[config.mk]
export PLATFORM = sky130hd
export DESIGN_NAME = alu_mul_sequencer
export DESIGN_NICKNAME = d
export VERILOG_FILES = /design/src/rtl/alu_pkg.sv /design/src/rtl/alu_mul_sequencer.sv
export SDC_FILE = /design/constraint.sdc
export NUM_CORES = 1
export LEC_CHECK = 0
export ABC_AREA = 1
export CAP_MARGIN = 20
export CORE_MARGIN = 2
export CORE_UTILIZATION = 40
export DETAILED_ROUTE_END_ITERATION = 12
export PLACE_DENSITY = 0.76
export SETUP_SLACK_MARGIN = 0.02
export SLEW_MARGIN = 20
export SYNTH_ARGS = -nofsm -noshare
export SYNTH_HDL_FRONTEND = slang
export SYNTH_SLANG_ARGS = --single-unit
export TNS_END_PERCENT = 30
[constraint.sdc]
create_clock -name clk -period 3.75 [get_ports clk]
set_input_delay 0.75 -clock clk [delete_from_list [all_inputs] [get_ports clk]]
set_output_delay 0.75 -clock clk [all_outputs]
set_load 0.03 [all_outputs]
[src/rtl/alu_pkg.sv]
// Shared ALU control codes and the multiply sequencer state type.
// Imported by the ALU and by every block that drives it.
package alu_pkg;

  localparam logic [3:0] ALU_ADD   = 4'd0;
  localparam logic [3:0] ALU_SUB   = 4'd1;
  localparam logic [3:0] ALU_AND   = 4'd2;
  localparam logic [3:0] ALU_OR    = 4'd3;
  localparam logic [3:0] ALU_XOR   = 4'd4;
  localparam logic [3:0] ALU_SLT   = 4'd5;
  localparam logic [3:0] ALU_SLL   = 4'd6;
  localparam logic [3:0] ALU_SRL   = 4'd7;
  localparam logic [3:0] ALU_SRA   = 4'd8;
  localparam logic [3:0] ALU_SLTU  = 4'd9;
  localparam logic [3:0] ALU_JALR  = 4'd10;
  localparam logic [3:0] ALU_LUI   = 4'd11;
  localparam logic [3:0] ALU_AUIPC = 4'd12;

  typedef enum logic [2:0] {
    MUL_IDLE,
    MUL_ADD,
    MUL_SHL,
    MUL_SHR,
    MUL_DONE
  } mul_state_t;

endpackage

[src/rtl/alu_mul_sequencer.sv]
// Shift-and-add 32-bit multiply (low word) run through the shared ALU, one ALU op per cycle.
// Latency 1 + sum(2 + bit) over processed multiplier bits; start is ignored while busy, flush aborts.
module alu_mul_sequencer
  import alu_pkg::*;
#(
  parameter bit EARLY_EXIT = 1'b1
) (
  input  logic        clk,
  input  logic        rst_n,
  input  logic        start,
  input  logic        flush,
  input  logic [31:0] op_a,
  input  logic [31:0] op_b,
  output logic        busy,
  output logic        done,
  output logic [31:0] product,
  output logic [31:0] alu_a,
  output logic [31:0] alu_b,
  output logic [3:0]  alu_ctrl,
  input  logic [31:0] alu_rslt,
  input  logic        alu_zero
);

  mul_state_t  state;
  logic [31:0] acc;
  logic [31:0] mcand;
  logic [31:0] mplier;
  logic [5:0]  bitcnt;

  assign busy    = (state != MUL_IDLE);
  assign done    = (state == MUL_DONE);
  assign product = acc;

  // The ALU is borrowed only in the step states; otherwise it sees a harmless 0+0.
  always_comb begin
    alu_a    = 32'd0;
    alu_b    = 32'd0;
    alu_ctrl = ALU_ADD;
    case (state)
      MUL_ADD: begin
        alu_a    = acc;
        alu_b    = mcand;
        alu_ctrl = ALU_ADD;
      end
      MUL_SHL: begin
        alu_a    = mcand;
        alu_b    = 32'd1;
        alu_ctrl = ALU_SLL;
      end
      MUL_SHR: begin
        alu_a    = mplier;
        alu_b    = 32'd1;
        alu_ctrl = ALU_SRL;
      end
      default: ;
    endcase
  end

  always_ff @(posedge clk or negedge rst_n) begin
    if (!rst_n) begin
      state  <= MUL_IDLE;
      acc    <= 32'd0;
      mcand  <= 32'd0;
      mplier <= 32'd0;
      bitcnt <= 6'd0;
    end else if (flush && state != MUL_IDLE) begin
      state <= MUL_IDLE;
    end else begin
      case (state)
        MUL_IDLE: begin
          if (start) begin
            acc    <= 32'd0;
            mcand  <= op_a;
            mplier <= op_b;
            bitcnt <= 6'd0;
            if (EARLY_EXIT && op_b == 32'd0) state <= MUL_DONE;
            else if (op_b[0])                state <= MUL_ADD;
            else                             state <= MUL_SHL;
          end
        end
        MUL_ADD: begin
          acc   <= alu_rslt;
          state <= MUL_SHL;
        end
        MUL_SHL: begin
          mcand <= alu_rslt;
          state <= MUL_SHR;
        end
        MUL_SHR: begin
          mplier <= alu_rslt;
          bitcnt <= bitcnt + 6'd1;
          // alu_zero here reflects the freshly shifted multiplier: no set bits remain.
          if ((EARLY_EXIT && alu_zero) || bitcnt == 6'd31) state <= MUL_DONE;
          else if (alu_rslt[0])                            state <= MUL_ADD;
          else                                             state <= MUL_SHL;
        end
        MUL_DONE: state <= MUL_IDLE;
        default:  state <= MUL_IDLE;
      endcase
    end
  end

endmodule

==> summary.txt, run 1 <==
Critical path class - flip-flop to output pin
Crit path max-delay family - buffers and inverters
Die outline width - 122 um
Core Rows - 43
Area post-placement - 7620 sq um
TritonCTS clock tree - done
CP Cell Sequence - nor2_2 > nand2_1 > inv_2 > nand2_1 > o221ai_1 > buf_4
Dpl ws - 0.737 ns
Routed Antenna Nets - 0
Slowest stage delay, CP - 0.80 ns
Power share of the combinational group - 53.0%
Compound-Gate Fraction of Synth Area - 22.5%
Outcome - complete, no violations
Vias per inst - 5.14
First-pass GRT wire length - 28,200 um
Largest net degree at the start of global routing - 76
Crit-path max FO - 34
Simple-gate area share of the yosys netlist - 18.9%
Synthesized cell area - 5580 sq um
Startpoint Class - flip-flop
Maximum clock rate - 295 MHz
Max Clock Skew - 0.00451 ns
Via count - 5,629
Arrival time at the worst endpoint - 2.64 ns
Worst-Margin Slew - 0.980 ns
Most used cell, CP - nand2_1
RSZ-0062 raised after global routing - false
TritonCTS Buffers - 9
Worst Path Required - 3.00 ns
GRT Util Overall - 24.5%
Clock Tree Buf Depth - 2
Worst hold slack - 0.489 ns
Fin area - 7960 sq um
Vias in the first global route - 5,472
Placer Congestion - 0.799
Filler cell count - 1,295
Final worst slack - 0.361 ns
Slew HR - 34.7%
Cell area power density - 818 nW/um^2
Ys Warns - 0
Iter 0 DRT Violations - 414
Resize count post-CTS - 0
Initial antenna violation count - 0
Initial Util - 40.5%
Sequential fraction of the synthesis area - 47.1%
Wirelength, routed - 17,800 um
Combinational family with the most area after synthesis - compound AO/OA/AOI/OAI gates
Clock power frac - 16.8%
P_leak - 0.00354 uW
Period Utilization, post-route - 90.4%
Die height - 122 um
Final Util - 57.8%
Bufs and invs on worst path - 2
Switching Share - 45.6%
# hold bufs at CTS - 0
Adder-Cell Fraction of Synth Area - 0.224%
VDD IR max - 0.000484 V
Synth Register Bits - 105
Min-delay worst type - flip-flop to flip-flop
Sink Count - 105
Clock transition at path regs - 0.07 ns
DIE AREA - 14,900 sq um
# DRC - 0
Maxcap violations - 0
Fin crit period - 3.39 ns
Final setup fails - 0
Max-slew violations - 0
Synthesis-to-layout area growth - 42.7%
Nets - 1,012
Post-synthesis xor/xnor area fraction - 0%
ANT cells - 0
Post-CTS setup repair buffer count - 0
Critical Path End Type - output pin
Setup TNS - 0 ns
Crit-path slowest cell - inv_2
Final Hold Vio Count - 0
Routed WL per cell - 16.3 um
CTS root buffer - clkbuf_16
Router iterations before antenna repair - 5
Worst skew pair latency - 0.36 ns
Mean post-synth cell area - 7.58 sq um
Reg power frac - 30.2%
Global route overflow - 0
I/O pin total - 203
Synthesized net count - 838
Share of layout cells above drive strength 1 - 7.98%
Count of different cell masters after synthesis - 27
Syn Inst Count - 736
Pint - 3540 uW
Psw - 2970 uW
Post-DP HPWL - 12,100 um
Port bufs - 201
Mux contribution to synthesized area - 0%
Core ar. - 13,800 sq um
H-tree lvl count - 3
state kept, by name, summed over array words and instances (netlist names):
name and flops:
mcand 32, state 3, mplier 32, bitcnt 6
product 32
metrics by stage:
stage,cells,total power [uW]
2_1_floorplan,736,4090
4_1_cts,1095,6540
3_3_place_gp,1079,5380
6_report,1095,6510
3_5_place_dp,1079,5430
5_1_grt,1095,6940
cell usage after synthesis (all sizes together):
cell type / n / area share [%]
o21bai: 2 / 0.27
a31oi: 1 / 0.11
nand3: 5 / 0.45
dfrtp: 105 / 47
nand4: 1 / 0.11
o21ai: 134 / 12
nor2: 64 / 4.5
nand2: 199 / 14
o2111ai: 1 / 0.16
buf: 25 / 2.5
clkbuf: 22 / 1.5
nor3: 1 / 0.090
o221ai: 31 / 4.9
ha: 1 / 0.22
o211ai: 31 / 4.2
a21oi: 5 / 0.45
inv: 107 / 7.2
conb: 1 / 0.067
layer usage:
layer,GRT usage [%],vias to the layer above,share of wire [%]
li1,-,2745,-
met1,32.7,2638,44
met3,3.51,24,6.8
met4,9.20,0,2.1
met5,0,-,0
met2,40.5,222,48
cell type report:
cell class	count	area (sq um)	share of cell area, %
Sequential cell	105	2630	33.0
Multi-Input combinational cell	477	2330	29.2
Clock buffer	10	239	3.00
Timing Repair Buffer	210	2030	25.5
Tap cell	180	225	2.83
Clock inverter	6	105	1.32
Inverter	107	404	5.08
tightest hold or removal path: cells and delay by family (launching register included):
family,cells,cell delay (ns)
AO/OA/AOI/OAI,1,0.06
AND/OR/NAND/NOR,1,0.05
flip-flops,1,0.34
power groups by stage:
stage	clock (uW)	combinational (uW)	sequential, uW
after global routing	1160	3750	2030
after CTS	1110	3460	1970
final	1100	3450	1970
after global placement	0	3410	1970
after detailed placement	0	3450	1980
after floorplan	0	1840	2250
cell families after synthesis:
| logic type | after synthesis |
|---|---|
| other cells | 1 |
| simple gates | 270 |
| flops | 105 |
| compound gates | 205 |
| buf+inv | 154 |
| fa+ha+maj | 1 |
cells in the final DEF (no fill, tap or decap), types with 2 or more instances in the layout:
cell type	count
inv_1	103
nand3_1	5
o211ai_1	31
clkinv_2	3
o221ai_1	31
inv_2	3
buf_12	3
dfrtp_1	105
o21ai_4	2
o21bai_1	2
o21ai_1	51
bufinv_16	3
nand2_1	194
nor2_4	2
clkbuf_16	9
nand2_2	4
clkdlybuf4s50_1	167
o21ai_0	81
a21oi_1	5
buf_4	40
nor2_1	61
path summary, 6_finish.rpt:
kind	from	to	slack [ns]	cells after the start
min	mcand[2]	mcand[2]	0.49	2
max reg2reg	state[2]	mplier[15]	0.75	9
min in group asynchronous	rst_n	mcand[25]	0.52	1
max	state[1]	alu_a[3]	0.36	6
min reg2reg	mcand[2]	mcand[2]	0.49	2
max in group asynchronous	rst_n	product[0]	2.37	2
No activity file was read; power rests on OpenSTA's default activity.
==> inputs of run 2 (changes only) <==
Settings changed: HOLD_SLACK_MARGIN set to 0.08.
Clock period 3.75 ns to 3.2 ns, I/O delays scaled along.
==> run 2 against run 1 <==
Effect of this change: non-clock buffer count increased by 2; register-to-register slack better by 0.13 ns; die area unchanged; largest cell class unchanged; critical endpoint is now alu_b[26]; clock-buffer cell count up 1; first-iteration DRC count down 9.7%; global-route usage is 0.52 points lower; wire length hardly changed; core utilization shrank 0.12 points; critical path type unchanged; sequential share of layout area up 0.068 points; flip-flop and latch count is the same.
==> summary.txt, run 2 (synthesized netlist as in run 1, its figures left out) <==
# hold bufs at CTS - 0 (unchanged)
Global route overflow - 0 (unchanged)
Die height - 122 um (unchanged)
Initial Util - 40.5% (unchanged)
Core ar. - 13,800 sq um (unchanged)
Power share of the combinational group - 55.3% (+2.3 points)
R2R Setup Slk - 0.88 ns (+0.13 ns)
Psw - 3480 uW (+17%)
Final Hold Vio Count - 0 (unchanged)
CTS root buffer - clkbuf_16
Met1 GRT Util - 33.3% (+0.59 points)
TritonCTS clock tree - done
Placer Congestion - 0.842 (+5.4%)
Worst Path Required - 2.56 ns (-0.44 ns)
Max Clock Skew - 0.00681 ns (+0.00230 ns)
Post-DP HPWL - 12,300 um (+1.4%)
Share of layout cells above drive strength 1 - 8.29% (+0.31 points)
H-tree lvl count - 3 (unchanged)
Clock transition at path regs - 0.07 ns (about the same)
Routed Antenna Nets - 0 (unchanged)
Min-delay worst type - primary input to asynchronous set/reset pin
Die outline width - 122 um (unchanged)
Commonest non-fill, non-tap cell in the layout - nand2_1
Pint - 3930 uW (+11%)
Via count - 5,607 (-0.39%)
Nets - 1,014 (+0.20%)
Cell area power density - 932 nW/um^2 (+14%)
P_leak - 0.00351 uW (-0.67%)
Dpl ws - 0.381 ns (-0.356 ns)
Grt met3 use - 3.28% (-0.23 points)
GR peak layer - met2
Slowest stage delay, CP - 0.67 ns (-0.13 ns)
RSZ-0062 raised after global routing - false
Initial antenna violation count - 0 (unchanged)
Clock Tree Buf Depth - 2 (unchanged)
Iter 0 DRT Violations - 374 (-9.7%)
Clock power frac - 13.7% (-3.1 points)
Sink Count - 105 (unchanged)
Synthesis-to-layout area growth - 42.5%
Crit-path slowest cell - clkdlybuf4s50_1
Final setup fails - 0 (unchanged)
Routed WL per cell - 16.2 um (-0.14%)
# DRC - 0 (unchanged)
Critical path class - flip-flop to output pin
Most frequent cells in the layout - nand2_1, clkdlybuf4s50_1, dfrtp_1, inv_1, o21ai_0
Final worst slack - 0.245 ns (-0.116 ns)
Met2 usage - 39.0% (-1.6 points)
Max-slew violations - 0 (unchanged)
ANT cells - 0 (unchanged)
Router iterations before antenna repair - 5 (unchanged)
Reg power frac - 31.0% (+0.8 points)
Post-CTS setup repair buffer count - 0 (unchanged)
Crit-path max FO - 18 (-47%)
Slew HR - 45.7% (+11 points)
Core Rows - 43 (unchanged)
Maxcap violations - 0 (unchanged)
Switching Share - 47.0% (+1.4 points)
Bufs and invs on worst path - 2 (unchanged)
Startpoint Class - flip-flop
Total power - 7410 uW (+14%)
Setup TNS - 0 ns (unchanged)
DIE AREA - 14,900 sq um (unchanged)
VDD IR max - 0.000545 V (+13%)
I/O pin total - 203 (unchanged)
Arrival time at the worst endpoint - 2.31 ns (-0.33 ns)
Outcome - complete, no violations
Wirelength, routed - 17,800 um (about the same)
Crit path max-delay family - buffers and inverters
First-pass GRT wire length - 27,800 um (-1.6%)
Worst skew pair latency - 0.34 ns (-0.02 ns)
Resize count post-CTS - 1 (+1)
Fin crit period - 2.95 ns
Vias per inst - 5.11 (-0.57%)
Vias in the first global route - 5,352 (-2.2%)
Port bufs - 201 (unchanged)
Critical Path End Type - output pin
Period Utilization, post-route - 92.3%
Largest net degree at the start of global routing - 66 (-13%)
Worst-Margin Slew - 0.811 ns (-0.168 ns)
CP Cell Sequence - nor2_2 > nand2_2 > buf_4 > nor2_1 > clkdlybuf4s50_1
TritonCTS Buffers - 9 (unchanged)
GRT Util Overall - 24.0% (-0.52 points)
Maximum clock rate - 338 MHz
-- run 2: power by group through the flow --
stage               clock, uW  combinational (uW)  sequential, uW
floorplan                   0                2150            2640
global placement            0                4040            2290
detailed placement          0                4100            2310
CTS                      1040                4120            2290
global route             1090                4440            2370
finish                   1010                4100            2290
-- run 2: metrics by stage --
stage	utilization, %	instance area (sq um)	hold WS, ns	cells
2_1_floorplan	-	5580	0.344	736
3_3_place_gp	55.7	7680	0.470	1081
3_5_place_dp	55.7	7680	0.478	1081
4_1_cts	57.7	7940	0.300	1097
5_1_grt	57.7	7940	0.330	1097
6_report	57.7	7940	0.283	1097
-- run 2: metal layers --
metal	wire length, um	up-vias
met5	0	-
met4	388	0
met3	1090	24
met2	8550	223
met1	7780	2624
li1	-	2736
-- run 2: area by class of cell --
class,count,area [sq um]
clock buffer,11,233
timing repair buffer,212,2090
sequential,105,2630
clock inverter,5,32.5
inverter,107,404
multi-input combinational,477,2330
tap,180,225
fill,1297,5830
-- run 2: final timing paths --
check	start	cells past startpoint	end
worst max register to register	state[2]	8	mcand[30]
worst min register to register	mcand[25]	2	mcand[25]
worst max-delay path	state[1]	5	alu_b[26]
min in group clk	mcand[25]	2	mcand[25]
worst min-delay path	rst_n	1	mplier[22]
max in group asynchronous	rst_n	2	mplier[28]
-- run 2: worst reg2reg max path, delay by kind of cell, from the launching register on --
family                 cells  cell delay, ns
AOI/OAI and AO/OA          2            0.77
buffers and inverters      3            0.79
DFF                        1            0.36
and+or+nand+nor            3            0.33
==> inputs of run 3 (changes only) <==
Settings changed: CELL_PAD_IN_SITES_DETAIL_PLACEMENT set to 0, CELL_PAD_IN_SITES_GLOBAL_PLACEMENT set to 1, CORE_UTILIZATION 40 to 32, CTS_BUF_LIST set to sky130_fd_sc_hd__clkbuf_4 sky130_fd_sc_hd__clkbuf_8 sky130_fd_sc_hd__clkbuf_16, PLACE_DENSITY 0.76 to 0.84.
==> run 3 against run 2 <==
Effect of this change: setup slack got worse by 0.056 ns; largest power group unchanged; flip-flop and latch count stayed put; highest routed layer unchanged; clock power increased by 4%; core utilization fell by 11 points; sequential power about the same.
==> summary.txt, run 3 (synthesized netlist as in run 1, its figures left out) <==
Clock power frac - 14.1% (+0.4 points)
Final worst slack - 0.189 ns (-0.0562 ns)
Wirelength, routed - 18,900 um (+6.1%)
Critical path class - flip-flop to output pin
Router iterations before antenna repair - 4 (-1)
Critical Path End Type - output pin
Setup TNS - 0 ns (unchanged)
Post-CTS setup repair buffer count - 0 (unchanged)
Crit. Startpoint - state[1]
Crit-path max FO - 18 (unchanged)
Pint - 3900 uW (-0.60%)
Arrival time at the worst endpoint - 2.37 ns (+0.06 ns)
Power share of the combinational group - 54.9% (-0.4 points)
H-tree lvl count - 3 (unchanged)
Iter 0 DRT Violations - 330 (-12%)
Critical R2R Launch - state[2]
Maximum clock rate - 332 MHz (-1.9%)
Worst Path Required - 2.56 ns (about the same)
GRT Util Overall - 20.9% (-3.1 points)
Clock Tree Buf Depth - 2 (unchanged)
Share of layout cells above drive strength 1 - 8.19% (-0.10 points)
Period Utilization, post-route - 94.1% (+1.8 points)
Routed WL per cell - 16.6 um (+2.0%)
Initial antenna violation count - 0 (unchanged)
Final setup fails - 0 (unchanged)
TritonCTS clock tree - done
Clock transition at path regs - 0.07 ns (about the same)
First-pass GRT wire length - 29,700 um (+6.9%)
Most frequent cells in the layout - nand2_1, clkdlybuf4s50_1, dfrtp_1, inv_1, o21ai_0
Slowest stage delay, CP - 0.69 ns (+0.02 ns)
Psw - 3500 uW (+0.57%)
Sink Count - 105 (unchanged)
Resize count post-CTS - 0 (-1)
Switching Share - 47.3% (+0.29 points)
Core ar. - 17,200 sq um (+25%)
Synthesis-to-layout area growth - 42.7%
Global route overflow - 0 (unchanged)
Initial Util - 32.5% (-8.0 points)
Core Rows - 48 (+12%)
Dpl ws - 0.546 ns (+0.166 ns)
# DRC - 0 (unchanged)
Reg power frac - 31.0% (about the same)
Max-slew violations - 0 (unchanged)
Die outline width - 136 um (+11%)
I/O pin total - 203 (unchanged)
Routed Antenna Nets - 0 (unchanged)
Fin crit period - 3.01 ns (+0.0561 ns)
P_leak - 0.00350 uW (-0.31%)
Largest net degree at the start of global routing - 71 (+7.6%)
Die height - 136 um (+11%)
Crit-path slowest cell - clkdlybuf4s50_1
Bufs and invs on worst path - 2 (unchanged)
Slew HR - 32.4% (-13 points)
Worst-Margin Slew - 1.01 ns (+0.198 ns)
Nets - 1,014 (unchanged)
Min-delay worst type - primary input to asynchronous set/reset pin
Maxcap violations - 0 (unchanged)
Startpoint Class - flip-flop
Final Hold Vio Count - 0 (unchanged)
DIE AREA - 18,500 sq um (+24%)
Vias per inst - 4.80 (-6.0%)
VDD IR max - 0.000389 V (-29%)
R2R Setup Slk - 0.76 ns (-0.12 ns)
RSZ-0062 raised after global routing - false
TritonCTS Buffers - 9 (unchanged)
Vias in the first global route - 5,449 (+1.8%)
Post-DP HPWL - 12,900 um (+5.5%)
Max Clock Skew - 0.00685 ns (+0.0000390 ns)
Cell area power density - 930 nW/um^2 (-0.21%)
Via count - 5,480 (-2.3%)
CTS root buffer - clkbuf_16
# hold bufs at CTS - 0 (unchanged)
Port bufs - 201 (unchanged)
Crit path max-delay family - buffers and inverters
Commonest non-fill, non-tap cell in the layout - nand2_1
CP Cell Sequence - nor2_2 > nand2_2 > buf_4 > nor2_1 > clkdlybuf4s50_1
Outcome - complete, no violations
ANT cells - 0 (unchanged)
Worst skew pair latency - 0.35 ns (about the same)
Placer Congestion - 0.823 (-2.3%)
-- run 3: path summary, 6_finish.rpt --
check / endpoint / cells past startpoint
max reg2reg: bitcnt[0] / 10
min: product[18] / 1
min reg2reg: mcand[7] / 2
min in group clk: mcand[7] / 2
max in group asynchronous: mplier[30] / 2
max: alu_b[24] / 5
-- run 3: area by class of cell --
class                   instances  area, sq um
fillers                      1754         9220
flip-flops and latches        105         2630
multi-input cells             477         2330
repair buffers                212         2050
inverters                     107          404
well taps                     225          282
clock buffers                  10          233
clock inverters                 5         33.8
-- run 3: through the flow --
step / cell area (sq um) / util [%] / instances / power, uW / hold slack (ns)
after floorplan: 5580 / - / 736 / 4790 / 0.344
after global placement: 7690 / 44.8 / 1126 / 6350 / 0.470
after detailed placement: 7690 / 44.8 / 1126 / 6400 / 0.478
after CTS: 7960 / 46.3 / 1141 / 7470 / 0.356
after global routing: 7960 / 46.3 / 1141 / 7940 / 0.391
final: 7960 / 46.3 / 1141 / 7400 / 0.336
-- run 3: layer usage --
metal,part of all wire (%),vias to the layer above,global-route usage [%],wire length (um)
met5,0,-,0,0
met4,1.4,0,6.02,272
met3,6.8,17,4.06,1280
met2,47,185,33.9,8950
met1,44,2532,28.5,8380
li1,-,2746,-,-
-- run 3: power by group through the flow --
stage | combinational, uW | sequential (uW) | clock (uW)
floorplan | 2150 | 2640 | 0
global placement | 4060 | 2300 | 0
detailed placement | 4090 | 2320 | 0
CTS | 4100 | 2290 | 1070
global route | 4440 | 2370 | 1130
finish | 4060 | 2290 | 1050
